File: src/rtl/matmul_sequencer_if.sv
// Control and instruction bus between the matmul sequencer and its ALU-side consumer.
// The sequencer is the master. The host or testbench side is the slave.
interface matmul_sequencer_if;
    logic        start;
    logic        hold;
    logic [31:0] instr;
    logic        instr_valid;
    logic        busy;
    logic        done;
    logic [3:0]  row;
    logic [3:0]  col;

    modport master (
        input  start, hold,
        output instr, instr_valid, busy, done, row, col
    );

    modport slave (
        output start, hold,
        input  instr, instr_valid, busy, done, row, col
    );
endinterface

File: src/rtl/matmul_sequencer.sv
// Emits the full single-cycle-ALU instruction stream for C = A x B on NxN matrices in ALU memory.
// The FSM state names the step to present next. Each un-held edge registers that step's word and advances.
module matmul_sequencer #(
    parameter int N      = 3,
    parameter int A_BASE = 0,
    parameter int B_BASE = 9,
    parameter int C_BASE = 24
) (
    input  logic                clk,
    input  logic                rst_n,
    matmul_sequencer_if.master  bus
);

    typedef enum logic [3:0] {
        S_IDLE, S_INIT, S_CLR, S_LDA, S_LDB, S_MUL, S_ACC, S_STORE, S_DONE
    } state_t;

    localparam logic [31:0] INIT_W  = 32'h02F7B822;
    localparam logic [31:0] CLR_W   = 32'h02529022;
    localparam logic [31:0] LDA_W   = 32'h8EF00000;
    localparam logic [31:0] LDB_W   = 32'h8EF10000;
    localparam logic [31:0] MUL_W   = 32'h02119818;
    localparam logic [31:0] ACC_W   = 32'h02539020;
    localparam logic [31:0] STORE_W = 32'hAEF20000;
    localparam logic [3:0]  LAST    = 4'(N - 1);

    state_t      state_q;
    logic [3:0]  i_q, j_q, k_q;
    logic [31:0] instr_q;
    logic        valid_q, busy_q, done_q;

    logic [15:0] addr_a, addr_b, addr_c;
    logic [31:0] word_d;

    assign addr_a = 16'(A_BASE) + 16'(i_q) * 16'(N) + 16'(k_q);
    assign addr_b = 16'(B_BASE) + 16'(k_q) * 16'(N) + 16'(j_q);
    assign addr_c = 16'(C_BASE) + 16'(i_q) * 16'(N) + 16'(j_q);

    always_comb begin
        word_d = 32'h0;
        case (state_q)
            S_INIT:  word_d = INIT_W;
            S_CLR:   word_d = CLR_W;
            S_LDA:   word_d = LDA_W   | {16'h0, addr_a};
            S_LDB:   word_d = LDB_W   | {16'h0, addr_b};
            S_MUL:   word_d = MUL_W;
            S_ACC:   word_d = ACC_W;
            S_STORE: word_d = STORE_W | {16'h0, addr_c};
            default: word_d = 32'h0;
        endcase
    end

    always_ff @(posedge clk or negedge rst_n) begin
        if (!rst_n) begin
            state_q <= S_IDLE;
            i_q     <= 4'd0;
            j_q     <= 4'd0;
            k_q     <= 4'd0;
            instr_q <= 32'h0;
            valid_q <= 1'b0;
            busy_q  <= 1'b0;
            done_q  <= 1'b0;
        end else begin
            done_q <= 1'b0;
            if (state_q == S_IDLE) begin
                instr_q <= 32'h0;
                valid_q <= 1'b0;
                if (bus.start) begin
                    busy_q <= 1'b1;
                    // A held start parks on INIT so the word is issued once hold drops.
                    if (bus.hold) begin
                        state_q <= S_INIT;
                    end else begin
                        instr_q <= INIT_W;
                        valid_q <= 1'b1;
                        state_q <= S_CLR;
                    end
                end
            end else if (bus.hold) begin
                instr_q <= 32'h0;
                valid_q <= 1'b0;
            end else if (state_q == S_DONE) begin
                instr_q <= 32'h0;
                valid_q <= 1'b0;
                busy_q  <= 1'b0;
                done_q  <= 1'b1;
                state_q <= S_IDLE;
            end else begin
                instr_q <= word_d;
                valid_q <= 1'b1;
                busy_q  <= 1'b1;
                case (state_q)
                    S_INIT: state_q <= S_CLR;
                    S_CLR:  state_q <= S_LDA;
                    S_LDA:  state_q <= S_LDB;
                    S_LDB:  state_q <= S_MUL;
                    S_MUL:  state_q <= S_ACC;
                    S_ACC: begin
                        if (k_q == LAST) begin
                            k_q     <= 4'd0;
                            state_q <= S_STORE;
                        end else begin
                            k_q     <= k_q + 4'd1;
                            state_q <= S_LDA;
                        end
                    end
                    S_STORE: begin
                        if (j_q != LAST) begin
                            j_q     <= j_q + 4'd1;
                            state_q <= S_CLR;
                        end else if (i_q != LAST) begin
                            j_q     <= 4'd0;
                            i_q     <= i_q + 4'd1;
                            state_q <= S_CLR;
                        end else begin
                            // Counters return to zero so the next start begins at element (0,0).
                            i_q     <= 4'd0;
                            j_q     <= 4'd0;
                            state_q <= S_DONE;
                        end
                    end
                    default: state_q <= S_IDLE;
                endcase
            end
        end
    end

    assign bus.instr       = instr_q;
    assign bus.instr_valid = valid_q;
    assign bus.busy        = busy_q;
    assign bus.done        = done_q;
    assign bus.row         = i_q;
    assign bus.col         = j_q;

endmodule

File: src/flat_wrapper.sv
// flat-port wrapper written by rule: the top's interface ports become plain ports
module matmul_sequencer_flat 
#(
    parameter int N      = 3,
    parameter int A_BASE = 0,
    parameter int B_BASE = 9,
    parameter int C_BASE = 24
)
  (clk, rst_n, bus_start, bus_hold, bus_instr, bus_instr_valid, bus_busy, bus_done, bus_row, bus_col);
  matmul_sequencer_if bus_i ();
  input  logic clk;
  input  logic rst_n;
  input wire logic [$bits(bus_i.start)-1:0] bus_start;
  input wire logic [$bits(bus_i.hold)-1:0] bus_hold;
  output wire logic [$bits(bus_i.instr)-1:0] bus_instr;
  output wire logic [$bits(bus_i.instr_valid)-1:0] bus_instr_valid;
  output wire logic [$bits(bus_i.busy)-1:0] bus_busy;
  output wire logic [$bits(bus_i.done)-1:0] bus_done;
  output wire logic [$bits(bus_i.row)-1:0] bus_row;
  output wire logic [$bits(bus_i.col)-1:0] bus_col;
  assign bus_i.start = bus_start;
  assign bus_i.hold = bus_hold;
  assign bus_instr = bus_i.instr;
  assign bus_instr_valid = bus_i.instr_valid;
  assign bus_busy = bus_i.busy;
  assign bus_done = bus_i.done;
  assign bus_row = bus_i.row;
  assign bus_col = bus_i.col;
  matmul_sequencer #(.N(N), .A_BASE(A_BASE), .B_BASE(B_BASE), .C_BASE(C_BASE)) u_core (.clk(clk), .rst_n(rst_n), .bus(bus_i));
endmodule
File: config.mk
export PLATFORM = sky130hd
export DESIGN_NAME = matmul_sequencer_flat
export DESIGN_NICKNAME = d
export VERILOG_FILES = /design/src/rtl/matmul_sequencer_if.sv /design/src/rtl/matmul_sequencer.sv /design/src/flat_wrapper.sv
export SDC_FILE = /design/constraint.sdc
export NUM_CORES = 1
export LEC_CHECK = 0
export ABC_CLOCK_PERIOD_IN_PS = 6840
export BUFFER_PORTS_ARGS = -buffer_cell sky130_fd_sc_hd__buf_2
export CORE_ASPECT_RATIO = 1.1
export CORE_MARGIN = 8
export CORE_UTILIZATION = 50
export CTS_BUF_LIST = sky130_fd_sc_hd__clkbuf_8
export DETAILED_ROUTE_END_ITERATION = 7
export PLACE_DENSITY = 0.69
export SYNTH_ARGS = -nofsm -noshare
export SYNTH_HDL_FRONTEND = slang
export SYNTH_SLANG_ARGS = --single-unit
File: constraint.sdc
create_clock -name clk -period 6.84 [get_ports clk]
set_input_delay 0.684 -clock clk [delete_from_list [all_inputs] [get_ports clk]]
set_output_delay 0.684 -clock clk [all_outputs]
set_load 0.01 [all_outputs]
Word level (Yosys, flattened, before mapping)
Index checks and enable logic that the tools add are counted.
{"block": "classes", "n_reduce_logical": 5, "mul": 2, "n_addsub": 8, "mux": 29, "eq_ne": 13, "bitwise": 4}
{"op": "$pmux 32 s7", "count": 1}
{"op": "$mux 32", "count": 4}
{"op": "$mux 4", "count": 9}
{"op": "$add 16x4->16", "count": 2}
{"op": "$pmux 4 s7", "count": 1}
{"op": "$mux 26", "count": 1}
{"op": "$eq 4x3->1 const B", "count": 4}
{"op": "$add 4x1->4 const B", "count": 3}
{"op": "$eq 4x2->1 const B", "count": 3}
{"op": "$mul 4x2->6 const B", "count": 2}
{"op": "$mux 1", "count": 11}
{"op": "$ne 4x2->1 const B", "count": 2}
{"op": "$reduce_and 4->1", "count": 2}
{"op": "$add 4x6->7 const A", "count": 1}
{"op": "$add 5x6->7 const A", "count": 1}
{"op": "$add 6x4->7", "count": 1}
{"op": "$reduce_and 5->1", "count": 1}
{"op": "$eq 4x1->1 const B", "count": 1}
{"op": "$eq 4x4->1 const B", "count": 1}
{"op": "$logic_not 4->1", "count": 1}
{"op": "$not 1->1", "count": 4}
{"op": "$mux 3", "count": 1}
{"op": "$mux 2", "count": 1}
{"op": "$ne 2x1->1 const B", "count": 1}
{"op": "2 further kinds", "count": 2}
{"block": "word_totals", "out_inout_bits": 43, "input_bits": 4, "wordCells": 69, "register_bits": 51}

Logic depth before layout (Yosys ltp)
{"block": "depth", "ltp_word": 7, "ltp_mapped": 12}

Worst setup path before layout
No wires, ideal clock.
{"block": "synth_path", "path_kind": "register to register", "startpoint": "register u_core.i_q[0] (netlist: u_core.bus.row[0])", "endpoint": "register u_core.instr_q[3] (netlist: u_core.bus.instr[3])", "synth_period_minus_slack_ns": 2.654, "setup_slack_ns": 4.186, "path_stages_with_launch": 11, "setup_ns": 0.121, "arrival_ns": 2.533, "n_path_buf": 1, "t_required_ns": 6.719, "path_cell_list": "dfrtp_1 -> ha_1 -> fa_1 -> buf_6 -> xor2_1 -> a21oi_1 -> ha_1 -> xor2_1 -> maj3_1 -> a22oi_1 -> nor2_1"}
{"block": "synth_between", "elab_chain_cells": 7, "word_cells_on_any_way": 8, "cone_classes": "3 x add/sub; 1 x mul; 4 x mux"}
{"item": "start: declaration", "line_no": "matmul_sequencer.sv:28", "text": "logic [3:0] i_q, j_q, k_q;"}
{"item": "start signal: assignment", "line_no": "matmul_sequencer.sv:113", "text": "i_q <= i_q + 4'd1;"}
{"item": "$mul 4x2->6 *", "line_no": "matmul_sequencer.sv:35, matmul_sequencer.sv:37"}
{"item": "$add 5x6->7", "line_no": "matmul_sequencer.sv:37", "text": "assign addr_c = 16'(C_BASE) + 16'(i_q) * 16'(N) + 16'(j_q);"}
{"item": "$add 16x4->16", "line_no": "matmul_sequencer.sv:37"}
{"item": "$pmux 32 s7 *", "line_no": "matmul_sequencer.sv:41", "text": "case (state_q)"}
{"item": "$mux 32 *", "line_no": "matmul_sequencer.sv:82", "text": "end else if (state_q == S_DONE) begin"}
{"item": "$mux 32 *", "line_no": "matmul_sequencer.sv:79", "text": "end else if (bus.hold) begin"}
{"item": "$mux 32 *", "line_no": "matmul_sequencer.sv:65", "text": "if (state_q == S_IDLE) begin"}
{"item": "end signal: assignment", "line_no": "matmul_sequencer.sv:89", "text": "instr_q <= word_d;"}
{"item": "end: declaration", "line_no": "matmul_sequencer.sv:29", "text": "logic [31:0] instr_q;"}
Mark *: on every way between the ends. The rest lies on a longest branch, timed or not.
A chain may end at the register's enable or synchronous reset.

Worst setup path after layout
{"block": "layout_path", "startpoint": "register u_core.state_q[0]", "endpoint": "register u_core.instr_q[3] (netlist: u_core.bus.instr[3])"}
{"block": "layout_between", "elab_chain_cells": 5, "word_cells_on_any_way": 13, "cone_classes": "8 x eq/ne; 4 x mux; 1 x reduce/logical"}
{"item": "start: declaration", "line_no": "matmul_sequencer.sv:27", "text": "state_t state_q;"}
{"item": "start signal: assignment", "line_no": "matmul_sequencer.sv:55", "text": "state_q <= S_IDLE;"}
{"item": "start signal: assignment", "line_no": "matmul_sequencer.sv:72", "text": "state_q <= S_INIT;"}
{"item": "start signal: assignment", "line_no": "matmul_sequencer.sv:76", "text": "state_q <= S_CLR;"}
{"item": "$eq 4x3->1, or another cell as far along", "line_no": "matmul_sequencer.sv:41"}
{"item": "$pmux 32 s7", "line_no": "matmul_sequencer.sv:41"}
{"item": "$mux 32", "line_no": "matmul_sequencer.sv:82"}
{"item": "$mux 32", "line_no": "matmul_sequencer.sv:79"}
{"item": "$mux 32 *", "line_no": "matmul_sequencer.sv:65"}
Marks and branches as above.

==> flow_summary.json <==
{
  "gp_congestion": 0.906,
  "die_area_mm2": 0.00804,
  "cp_num_buf_inv": 0,
  "cp.arrival_ns": 3.25,
  "synth_edf_count": 0,
  "cts.hold.buffers_added": 0,
  "start_util": 0.509,
  "n_fill_cell": 485,
  "ys_warn_count": 0,
  "first_global_vias": 2076,
  "yosysSeqAreaShare": 0.341,
  "final_cell_mix": "buf_2, dfrtp_1, nand2_1",
  "port_buffers": 38,
  "cp_cell_sequence": "and4b_1 -> nor2_1 -> a21oi_1 -> ha_1 -> a21o_1 -> a21o_1 -> xor2_1 -> maj3_1 -> a22oi_1 -> nor2_1",
  "cts_max_path_buffers": 2,
  "rsz0062_at_grt": "no",
  "synth_simple_gate_area_frac": 0.162,
  "cts_tree": "yes",
  "hold_class": "in -> async",
  "finClkSkew_ns": 0.00731,
  "ir_drop_uv": 149,
  "syn_inst": 309,
  "pwr-share-seq": 0.309,
  "nets": 365,
  "status": "complete, no violations",
  "p_int_w": 0.000641,
  "post-dp-hpwl_um": 4640,
  "path_delay_family": "compound AO/OA/AOI/OAI gates",
  "synth.distinct_cells": 56,
  "placed_cell_area_mm2": 0.00285,
  "synthMuxAreaShare": 0.0157,
  "critPathSlowestCell": "dfrtp_1",
  "drv_slew": 0,
  "cts_made_buffers": 5,
  "ys_dominant_reg_cell": "dfrtp_1",
  "clk_latency_ns": 0.29,
  "synthesis.area_mm2": 0.00271,
  "n_antenna_cell": 0,
  "seq_area_um2": 926,
  "cp-end-kind": "flop",
  "final_util": 0.549,
  "die_x_um": 86.2,
  "yosys.area_share.xor_xnor": 0.0443,
  "path_clk_slew_ns": 0.07,
  "start_kind": "flop",
  "grt_pass1_wl_um": 9890,
  "core-area_mm2": 0.00533,
  "synth-compound-area-share": 0.198,
  "htreeDepth": 2,
  "worstMarginPinSlew_ns": 0.792,
  "drive_above_1_share": 0.154,
  "wl_per_cell_um": 14.9,
  "antenna_found_initial": 0,
  "dr.pass1.iters": 5,
  "maxCapViolCount": 0,
  "vias": 2275,
  "synth_top_family_by_area": "compound AO/OA/AOI/OAI gates",
  "relSlewSlack": 0.472,
  "via_per_inst": 5.59,
  "clock_sinks": 37,
  "period_share": 0.450,
  "grt.total_usage": 0.153,
  "synth-seq-cells": 37,
  "combPwrFrac": 0.576,
  "ant_nets": 0,
  "cts_resized": 0,
  "grt-ovfl-total": 0,
  "avgSynthCellArea_um2": 8.78,
  "drt_iter0_markers": 180,
  "layout-area-overhead-vs-synth_pct": 7.80,
  "setup_violations": 0,
  "synthArstFlopShare": 1.00,
  "crit_cells": 10,
  "core.rowCount": 28,
  "p_per_area_mw_per_mm2": 408,
  "reg2reg_depth": 10,
  "fp.dieH_um": 93.3,
  "multi_input_area_mm2": 0.00157,
  "finalHoldViolations": 0,
  "power.switching_w": 0.000552,
  "post_cts_buffers": 0,
  "swShare": 0.462,
  "power_leakage_nw": 1.47,
  "worst-endpoint-required_ns": 7.01,
  "io_pins": 47,
  "drc": 0,
  "synthAdderAreaFrac": 0.144,
  "wl_um": 6070,
  "power_frac_clock": 0.116,
  "path_max_fanout": 18,
  "ctsRootBufferMaster": "clkbuf_8",
  "criticalPathCategory": "reg -> reg",
  "finalSetupTns_ns": 0,
  "final_area_mm2": 0.00292,
  "hold_slack_ns": 0.480,
  "grt_max_degree": 38,
  "layout_commonest_cell": "buf_2",
  "cpPeakStageDelay_ns": 0.66,
  "post-route-min-period_ns": 3.08,
  "fmax_mhz": 325
}
==> final cells by class <==
type / instances / share of cell area
flip-flops and latches: 37 / 0.317
multi-input cells: 231 / 0.535
inverters: 20 / 0.0257
repair buffers: 38 / 0.0650
well taps: 75 / 0.0321
clock inverters: 1 / 0.00171
clock buffers: 5 / 0.0235
==> through the flow <==
stage | cells | total power [W] | worst slack (ns)
global placement | 401 | 0.00103 | 3.88
floorplan | 317 | 0.000885 | 4.19
CTS | 407 | 0.00119 | 3.79
global route | 407 | 0.00129 | 3.62
detailed placement | 401 | 0.00105 | 3.80
finish | 407 | 0.00119 | 3.76
==> kinds of logic after synthesis <==
logic type,Yosys count
multiplexers,4
AND/OR/NAND/NOR,93
XOR/XNOR,12
flip-flops,37
other,1
adder cells (fa/ha/maj),29
buffers and inverters,49
AO/OA/AOI/OAI,84
==> per-layer routing <==
metal	global-route usage	wire [um]	vias up
met5	0	0	-
met4	0.0833	167	0
met3	0.0272	416	13
met2	0.245	2800	96
met1	0.191	2680	1065
li1	-	-	1101
==> cell usage after synthesis, types with 2 or more instances <==
| master | instances | area share |
|---|---|---|
| a2111oi_0 | 2 | 0.0065 |
| a211o_1 | 2 | 0.0065 |
| a211oi_1 | 3 | 0.0083 |
| a21o_1 | 7 | 0.019 |
| a21oi_1 | 26 | 0.048 |
| a22oi_1 | 3 | 0.0083 |
| a32oi_1 | 3 | 0.0097 |
| and2_1 | 3 | 0.0069 |
| and3_1 | 5 | 0.012 |
| buf_2 | 6 | 0.011 |
| buf_4 | 14 | 0.039 |
| clkbuf_1 | 7 | 0.0097 |
| dfrtp_1 | 37 | 0.34 |
| fa_1 | 4 | 0.030 |
| ha_1 | 24 | 0.11 |
| inv_1 | 18 | 0.025 |
| inv_2 | 2 | 0.0028 |
| mux2i_1 | 2 | 0.0074 |
| nand2_1 | 28 | 0.039 |
| nand2b_1 | 3 | 0.0069 |
| nand3_1 | 5 | 0.0092 |
| nor2_1 | 26 | 0.036 |
| nor2b_1 | 2 | 0.0046 |
| nor3_1 | 7 | 0.013 |
| nor4_1 | 3 | 0.0069 |
| o21a_1 | 4 | 0.011 |
| o21ai_0 | 7 | 0.013 |
| o21ai_1 | 10 | 0.018 |
| o22ai_1 | 2 | 0.0046 |
| o31a_1 | 2 | 0.0065 |
| o31ai_1 | 5 | 0.014 |
| or3_1 | 4 | 0.0092 |
| xnor2_1 | 6 | 0.019 |
| xor2_1 | 5 | 0.016 |
==> sequential cells by signal (all words and copies together) (netlist names) <==
register / cells
u_core.state_q: 4
u_core.bus.col: 4
u_core.bus.busy: 1
u_core.bus.row: 4
u_core.bus.done: 1
u_core.bus.instr_valid: 1
u_core.bus.instr: 18
u_core.k_q: 4
==> final timing paths <==
check | slack (ns) | start | to
max | 3.76 | u_core.state_q[0] | u_core.bus.instr[3]
min | 0.48 | rst_n | u_core.bus.done
max reg2reg | 3.76 | u_core.state_q[0] | u_core.bus.instr[3]
min reg2reg | 0.50 | u_core.bus.busy | u_core.bus.busy
max in group asynchronous | 5.86 | rst_n | u_core.bus.row[1]
min in group clk | 0.50 | u_core.bus.busy | u_core.bus.busy
==> power by group through the flow <==
stage          Combinational, W  Clock, W  Sequential [W]
2_1_floorplan          0.000537         0        0.000348
3_3_place_gp           0.000666         0        0.000369
3_5_place_dp           0.000676         0        0.000372
4_1_cts                0.000679  0.000143        0.000367
5_1_grt                0.000760  0.000152        0.000382
6_report               0.000687  0.000138        0.000368
(Power assumes the default switching activity.)
